`config.mk`:
```
export PLATFORM = sky130hd
export DESIGN_NAME = mem_arb_flat
export DESIGN_NICKNAME = d
export VERILOG_FILES = /design/src/rtl/mem_arb_if.sv /design/src/rtl/mem_arb.sv /design/src/flat_wrapper.sv
export SDC_FILE = /design/constraint.sdc
export NUM_CORES = 1
export LEC_CHECK = 0
export ABC_AREA = 1
export BUFFER_PORTS_ARGS = -buffer_cell sky130_fd_sc_hd__buf_2
export CAP_MARGIN = 0
export CORE_UTILIZATION = 50
export DETAILED_ROUTE_END_ITERATION = 7
export PLACE_DENSITY = 0.89
export SYNTH_ARGS = -nofsm -noshare
export SYNTH_HDL_FRONTEND = slang
export SYNTH_SLANG_ARGS = --single-unit
```
`constraint.sdc`:
```
create_clock -name clk -period 2.3 [get_ports clk]
set_input_delay 0.115 -clock clk [delete_from_list [all_inputs] [get_ports clk]]
set_output_delay 0.115 -clock clk [all_outputs]
set_load 0.1 [all_outputs]
```
`src/rtl/mem_arb_if.sv`:
```
// Bus bundle between the two requesters, the arbiter and main memory.
// The slave modport is the arbiter's view; master is the requester/memory side.
interface mem_arb_if #(
   parameter int ADDR_W = 16,
   parameter int DATA_W = 16
) ();
   logic              i_req;
   logic [ADDR_W-1:0] i_addr;
   logic              d_req;
   logic              d_wr;
   logic [ADDR_W-1:0] d_addr;
   logic [DATA_W-1:0] d_wdata;
   logic              i_done;
   logic              d_done;
   logic [DATA_W-1:0] rdata;
   logic              busy;
   logic              mem_req;
   logic              mem_wr;
   logic [ADDR_W-1:0] mem_addr;
   logic [DATA_W-1:0] mem_wdata;
   logic              mem_done;
   logic [DATA_W-1:0] mem_rdata;

   modport slave (
      input  i_req, i_addr, d_req, d_wr, d_addr, d_wdata, mem_done, mem_rdata,
      output i_done, d_done, rdata, busy, mem_req, mem_wr, mem_addr, mem_wdata
   );

   modport master (
      output i_req, i_addr, d_req, d_wr, d_addr, d_wdata, mem_done, mem_rdata,
      input  i_done, d_done, rdata, busy, mem_req, mem_wr, mem_addr, mem_wdata
   );
endinterface

```
`src/rtl/mem_arb.sv`:
```
// Fetch/data arbiter for single-ported, variable-latency main memory.
// Data wins ties until fetch has waited STARVE_LIM consecutive data grants.
module mem_arb #(
   parameter int ADDR_W     = 16,
   parameter int DATA_W     = 16,
   parameter int STARVE_LIM = 4
) (
   input logic      clk,
   input logic      rst,
   mem_arb_if.slave bus
);
   typedef enum logic [1:0] {
      IDLE   = 2'd0,
      BUSY_I = 2'd1,
      BUSY_D = 2'd2
   } state_e;

   localparam logic [3:0] LIM = 4'(STARVE_LIM);

   state_e            state_q, state_d;
   logic [3:0]        starve_q, starve_d;
   logic              mem_req_q, mem_req_d;
   logic              mem_wr_q, mem_wr_d;
   logic [ADDR_W-1:0] mem_addr_q, mem_addr_d;
   logic [DATA_W-1:0] mem_wdata_q, mem_wdata_d;
   logic [DATA_W-1:0] rdata_q, rdata_d;
   logic              i_done_q, i_done_d;
   logic              d_done_q, d_done_d;
   logic              busy_q, busy_d;

   // Arbitration, transaction tracking and output staging.
   always_comb begin
      state_d     = state_q;
      starve_d    = starve_q;
      mem_req_d   = mem_req_q;
      mem_wr_d    = mem_wr_q;
      mem_addr_d  = mem_addr_q;
      mem_wdata_d = mem_wdata_q;
      rdata_d     = rdata_q;
      i_done_d    = 1'b0;
      d_done_d    = 1'b0;
      case (state_q)
         IDLE: begin
            if (bus.d_req && !(bus.i_req && (starve_q == LIM))) begin
               state_d     = BUSY_D;
               mem_req_d   = 1'b1;
               mem_wr_d    = bus.d_wr;
               mem_addr_d  = bus.d_addr;
               mem_wdata_d = bus.d_wdata;
               if (!bus.i_req) begin
                  starve_d = 4'd0;
               end else if (starve_q >= LIM) begin
                  starve_d = LIM;
               end else begin
                  starve_d = starve_q + 4'd1;
               end
            end else if (bus.i_req) begin
               state_d    = BUSY_I;
               mem_req_d  = 1'b1;
               mem_wr_d   = 1'b0;
               mem_addr_d = bus.i_addr;
               starve_d   = 4'd0;
            end else begin
               state_d = IDLE;
            end
         end
         BUSY_I, BUSY_D: begin
            if (bus.mem_done && mem_req_q) begin
               state_d   = IDLE;
               mem_req_d = 1'b0;
               mem_wr_d  = 1'b0;
               i_done_d  = (state_q == BUSY_I);
               d_done_d  = (state_q == BUSY_D);
               // Writes leave the last read value visible.
               if (!mem_wr_q) begin
                  rdata_d = bus.mem_rdata;
               end else begin
                  rdata_d = rdata_q;
               end
            end else begin
               state_d = state_q;
            end
         end
         default: begin
            state_d   = IDLE;
            mem_req_d = 1'b0;
            mem_wr_d  = 1'b0;
         end
      endcase
      busy_d = (state_d != IDLE);
   end

   // State and registered outputs.
   always_ff @(posedge clk or posedge rst) begin
      if (rst) begin
         state_q     <= IDLE;
         starve_q    <= 4'd0;
         mem_req_q   <= 1'b0;
         mem_wr_q    <= 1'b0;
         mem_addr_q  <= '0;
         mem_wdata_q <= '0;
         rdata_q     <= '0;
         i_done_q    <= 1'b0;
         d_done_q    <= 1'b0;
         busy_q      <= 1'b0;
      end else begin
         state_q     <= state_d;
         starve_q    <= starve_d;
         mem_req_q   <= mem_req_d;
         mem_wr_q    <= mem_wr_d;
         mem_addr_q  <= mem_addr_d;
         mem_wdata_q <= mem_wdata_d;
         rdata_q     <= rdata_d;
         i_done_q    <= i_done_d;
         d_done_q    <= d_done_d;
         busy_q      <= busy_d;
      end
   end

   assign bus.i_done    = i_done_q;
   assign bus.d_done    = d_done_q;
   assign bus.rdata     = rdata_q;
   assign bus.busy      = busy_q;
   assign bus.mem_req   = mem_req_q;
   assign bus.mem_wr    = mem_wr_q;
   assign bus.mem_addr  = mem_addr_q;
   assign bus.mem_wdata = mem_wdata_q;
endmodule

```
`src/flat_wrapper.sv`:
```
// flat-port wrapper written by rule: the top's interface ports become plain ports
module mem_arb_flat 
#(
   parameter int ADDR_W     = 16,
   parameter int DATA_W     = 16,
   parameter int STARVE_LIM = 4
)
  (clk, rst, bus_i_req, bus_i_addr, bus_d_req, bus_d_wr, bus_d_addr, bus_d_wdata, bus_mem_done, bus_mem_rdata, bus_i_done, bus_d_done, bus_rdata, bus_busy, bus_mem_req, bus_mem_wr, bus_mem_addr, bus_mem_wdata);
  mem_arb_if #(.ADDR_W(ADDR_W), .DATA_W(DATA_W)) bus_i ();
  input logic clk;
  input logic rst;
  input wire logic [$bits(bus_i.i_req)-1:0] bus_i_req;
  input wire logic [$bits(bus_i.i_addr)-1:0] bus_i_addr;
  input wire logic [$bits(bus_i.d_req)-1:0] bus_d_req;
  input wire logic [$bits(bus_i.d_wr)-1:0] bus_d_wr;
  input wire logic [$bits(bus_i.d_addr)-1:0] bus_d_addr;
  input wire logic [$bits(bus_i.d_wdata)-1:0] bus_d_wdata;
  input wire logic [$bits(bus_i.mem_done)-1:0] bus_mem_done;
  input wire logic [$bits(bus_i.mem_rdata)-1:0] bus_mem_rdata;
  output wire logic [$bits(bus_i.i_done)-1:0] bus_i_done;
  output wire logic [$bits(bus_i.d_done)-1:0] bus_d_done;
  output wire logic [$bits(bus_i.rdata)-1:0] bus_rdata;
  output wire logic [$bits(bus_i.busy)-1:0] bus_busy;
  output wire logic [$bits(bus_i.mem_req)-1:0] bus_mem_req;
  output wire logic [$bits(bus_i.mem_wr)-1:0] bus_mem_wr;
  output wire logic [$bits(bus_i.mem_addr)-1:0] bus_mem_addr;
  output wire logic [$bits(bus_i.mem_wdata)-1:0] bus_mem_wdata;
  assign bus_i.i_req = bus_i_req;
  assign bus_i.i_addr = bus_i_addr;
  assign bus_i.d_req = bus_d_req;
  assign bus_i.d_wr = bus_d_wr;
  assign bus_i.d_addr = bus_d_addr;
  assign bus_i.d_wdata = bus_d_wdata;
  assign bus_i.mem_done = bus_mem_done;
  assign bus_i.mem_rdata = bus_mem_rdata;
  assign bus_i_done = bus_i.i_done;
  assign bus_d_done = bus_i.d_done;
  assign bus_rdata = bus_i.rdata;
  assign bus_busy = bus_i.busy;
  assign bus_mem_req = bus_i.mem_req;
  assign bus_mem_wr = bus_i.mem_wr;
  assign bus_mem_addr = bus_i.mem_addr;
  assign bus_mem_wdata = bus_i.mem_wdata;
  mem_arb #(.ADDR_W(ADDR_W), .DATA_W(DATA_W), .STARVE_LIM(STARVE_LIM)) u_core (.clk(clk), .rst(rst), .bus(bus_i));
endmodule
```
Word level (Yosys, flattened, before mapping)
Index checks and enable logic that the tools add are counted.
{"block": "op_classes", "addsub": 1, "n_mul": 0, "div": 0, "order_cmp": 1, "eq_ne": 5, "shift": 0, "n_mux": 21, "bitwise": 1, "reduce_logical": 12}
{"op": "two-way mux 16 bit", "n": 2}
{"op": "two-way mux 4 bit", "n": 4}
{"op": "two-way mux 1 bit", "n": 10}
{"op": "AND reduction 2 bit", "n": 3}
{"op": "adder 4 x 1 -> 4 bit, second input constant", "n": 1}
{"op": "equality test 4 x 3 -> 1 bit, second input constant", "n": 1}
{"op": ">= comparator 4 x 3 -> 1 bit, second input constant", "n": 1}
{"op": "two-way mux 2 bit", "n": 2}
{"op": "one-hot mux 1 bit (2 select lines)", "n": 2}
{"op": "one-hot mux 2 bit (2 select lines)", "n": 1}
{"op": "nonzero test 2 bit", "n": 2}
{"op": "logical AND 1 bit", "n": 3}
{"op": "!= test 3 x 2 -> 1 bit, second input constant", "n": 1}
{"op": "AND reduction 3 bit", "n": 1}
{"op": "equality test 2 x 1 -> 1 bit, second input constant", "n": 1}
{"op": "equality test 2 bit, second input constant", "n": 1}
{"op": "logical NOT 2 bit", "n": 1}
{"op": "!= test 2 x 1 -> 1 bit, second input constant", "n": 1}
{"op": "OR reduction 2 bit", "n": 1}
{"op": "logical NOT 1 bit", "n": 1}
{"op": "inverter 1 bit", "n": 1}
{"block": "totals", "reg_bits": 59, "latch_bits": 0, "mem_bits_rw": 0, "mem_bits_ro": 0, "out_inout_bits": 53, "mem_count": 0}

Longest topological paths before layout
{"block": "depth", "depth_word": 7, "depth_mapped": 10}

Least setup slack after synthesis
OpenSTA, ideal clock, no wires.
{"block": "synth_path", "path_type": "register to register", "from": "reg u_core.mem_req_q (netlist: u_core.bus.mem_req)", "to": "reg u_core.rdata_q[10] (netlist: u_core.bus.rdata[10])", "arrival_time_ps": 1718, "t_required_ps": 2178, "path_slack_ps": 460, "path_stages_with_launch": 7, "path_cell_list": "dfrtp_1 > nand2_1 > inv_2 > nand2_1 > buf_6 > nand2_1 > nand2_1"}
{"block": "synth_between", "elab_chain_len": 2}
{"element": "start, declared", "line_no": "mem_arb.sv:22", "rtl": "logic mem_req_q, mem_req_d;"}
{"element": "start signal, assigned", "line_no": "mem_arb.sv:109", "rtl": "mem_req_q <= mem_req_d;"}
{"element": "logical AND 1 bit", "line_no": "mem_arb.sv:68", "rtl": "if (bus.mem_done && mem_req_q) begin"}
{"element": "AND reduction 3 bit (no source line)"}
{"element": "end signal, assigned", "line_no": "mem_arb.sv:113", "rtl": "rdata_q <= rdata_d;"}
{"element": "end, declared", "line_no": "mem_arb.sv:26", "rtl": "logic [DATA_W-1:0] rdata_q, rdata_d;"}
Every way passes these cells.
A chain may end at the register's enable or synchronous reset.

Worst setup path after layout
{"block": "layout_path", "from": "reg u_core.state_q[0]", "to": "reg u_core.mem_addr_q[2] (netlist: u_core.bus.mem_addr[2])"}
{"block": "layout_between", "elab_chain_len": 2}
{"element": "start, declared", "line_no": "mem_arb.sv:20", "rtl": "state_e state_q, state_d;"}
{"element": "start signal, assigned", "line_no": "mem_arb.sv:107", "rtl": "state_q <= state_d;"}
{"element": "logical NOT 2 bit", "line_no": "mem_arb.sv:42", "rtl": "case (state_q)"}
{"element": "AND reduction 2 bit (no source line)"}
{"element": "end signal, assigned", "line_no": "mem_arb.sv:111", "rtl": "mem_addr_q <= mem_addr_d;"}
{"element": "end, declared", "line_no": "mem_arb.sv:24", "rtl": "logic [ADDR_W-1:0] mem_addr_q, mem_addr_d;"}
Every way passes these cells.

==> impl_metrics.tcl <==
set metrics [dict create \
    initial_core_util 0.527 \
    fin_hold_ws_ns 0.0215 \
    synth_top_area_cell "dfrtp_1" \
    slew_viol_final 0 \
    critPathArrivalTime_ns 2.01 \
    fin_crit_ns 1.81 \
    max_stage_delay_ns 0.44 \
    postLayoutCellArea_sq_um 3770 \
    period_share 0.785 \
    tightest_slew_ns 0.512 \
    fmax_mhz 554 \
    clk_pin_slew_ns 0.08 \
    crit_fanout 17 \
    dieArea_sq_um 5750 \
    cts_resized 0 \
    grt_pass1_vias 2556 \
    synth-seq-cells 59 \
    h-tree-depth 3 \
    cts_hold_buf 17 \
    cts-root-buf "clkbuf_8" \
    cts-buffers-inserted 9 \
    via_per_inst 4.90 \
    netlist_area_sq_um 2730 \
    antenna_found_initial 0 \
    setup_viol 0 \
    slew_headroom 0.658 \
    fp.dieW_um 75.8 \
    fin_setup_tns_ns 0 \
    vias 2685 \
    yosysWarnings 0 \
    finalClockSkew_ns 0.0133 \
    die_h_um 75.8 \
    drt-initial-drc-count 108 \
    drc 0 \
    ant_nets 0 \
    cp.buffers_inverters 2 \
    syn_nets 408 \
    grt_usage 0.258 \
    crit_required_ns 2.51 \
    avgSynthCellArea_sq_um 8.21 \
    hold_viol 0 \
    grt-ovfl-total 0 \
    maxCapViolations 0 \
    portBuffers 122 \
    fin_nets 549 \
    seq_area_frac_synth 0.542 \
    io_pins 123 \
    post-dp-hpwl_um 4540 \
    cts_tree "built" \
    avgRoutedWirePerCell_um 13.0 \
    clk_path_buf_depth 2 \
    fp.coreArea_sq_um 5170 \
    rsz0062_at_grt "false" \
    syn_inst 332 \
    cts.sinks 59 \
    final_core_util 0.728 \
    ys_types 17 \
    insertion_delay_ns 0.33 \
    layout-drive-gt1-share 0.314 \
    path_delay_family "buffers and inverters" \
    syn2layout_area_growth_pct 38.2 \
    cp-start-kind "flip-flop" \
    fp-row-count 26 \
    yosys-top-cells-area "dfrtp_1, nand2_1, nand3_1, inv_1, nand3b_1" \
    final_cell_mix "nand2_1, buf_2, dfrtp_1, nand3_1, inv_1" \
    drt_first_pass_iters 4 \
    post_dp_cell_area_sq_um 3370 \
    grt_pass1_wl_um 10900 \
    slowest_stage "clkinv_1" \
    diodes 0 \
    worst_setup_path_end_kind "flip-flop" \
    grt_start_max_net_pins 40 \
    worst-setup-path-type "flip-flop to flip-flop" \
    hold_path_class "input pin to flip-flop" \
    fill_cells 388 \
    final_common_cell "nand2_1" \
    yosys.area.top_type_share 0.542 \
    status "completed" \
    cts_setup_buffers 0 \
    cp_cell_sequence "inv_1 > ha_1 > o21ai_1 > clkinv_1 > nand3_1 > nand2_1" \
    gp_routability_congestion 0.826 \
    routed_wl_um 7110 \
]
-- synthesized netlist by cell type, drive strengths merged --
library cell and instances:
nor2 7, dfrtp 59, clkinv 1, o21ai 4, nand3b 16, buf 12
nand3 36, inv 36, nand2 155, ha 6
-- per-stage QoR --
stage / instances / worst slack [ns]
2_1_floorplan: 332 / 0.460
3_3_place_gp: 515 / 0.647
3_5_place_dp: 515 / 0.561
6_report: 548 / 0.494
4_1_cts: 548 / 0.484
5_1_grt: 548 / 0.353
-- path summary, 6_finish.rpt --
check                                    start                      end  slack, ns  depth (start not counted)
setup / recovery             u_core.state_q[0]   u_core.bus.mem_addr[2]       0.49                          6
hold / removal               bus_mem_rdata[10]     u_core.bus.rdata[10]       0.02                          3
setup reg to reg             u_core.state_q[0]   u_core.bus.mem_addr[2]       0.49                          6
hold reg to reg            u_core.bus.rdata[5]      u_core.bus.rdata[5]       0.47                          2
max in group asynchronous                  rst  u_core.bus.mem_wdata[9]       1.13                          4
min in group asynchronous                  rst   u_core.bus.mem_addr[0]       0.33                          3
-- flip-flops by register name, summed over array words and instances (netlist names), 2 cells and up --
| register | flops |
|---|---|
| u_core.bus.rdata | 16 |
| u_core.state_q | 2 |
| u_core.bus.mem_addr | 16 |
| u_core.bus.mem_wdata | 16 |
| u_core.starve_q | 4 |
-- final cells by class --
type,instances,area (sq um),area share
flip-flops and latches,59,1480,0.392
multi-input cells,224,1040,0.275
repair buffers,142,803,0.213
inverters,37,139,0.0369
clock buffers,9,124,0.0329
clock inverters,7,101,0.0269
well taps,70,87.6,0.0232
-- metal layers --
| metal | part of all wire | global-route usage | wire length, um |
|---|---|---|---|
| met3 | 0.057 | 0.0635 | 403 |
| met5 | 0 | 0 | 0 |
| met4 | 0.015 | 0.109 | 106 |
| met1 | 0.40 | 0.300 | 2860 |
| met2 | 0.53 | 0.452 | 3740 |
-- worst reg2reg max path: stages, from the launching register on --
cell,delay (ns)
dfrtp_1,0.39
inv_1,0.09
ha_1,0.28
o21ai_1,0.13
clkinv_1,0.44
nand3_1,0.28
nand2_1,0.07
-- cells by family after synthesis --
logic type,Yosys count,share of synthesized area
adder cells (fa/ha/maj),6,0.0275
AND/OR/NAND/NOR,214,0.345
buffers and inverters,49,0.0785
flip-flops,59,0.542
AO/OA/AOI/OAI,4,0.00734
Power is not shown: default switching activity piles up to over one toggle a cycle in this logic, so the estimate is an artifact.
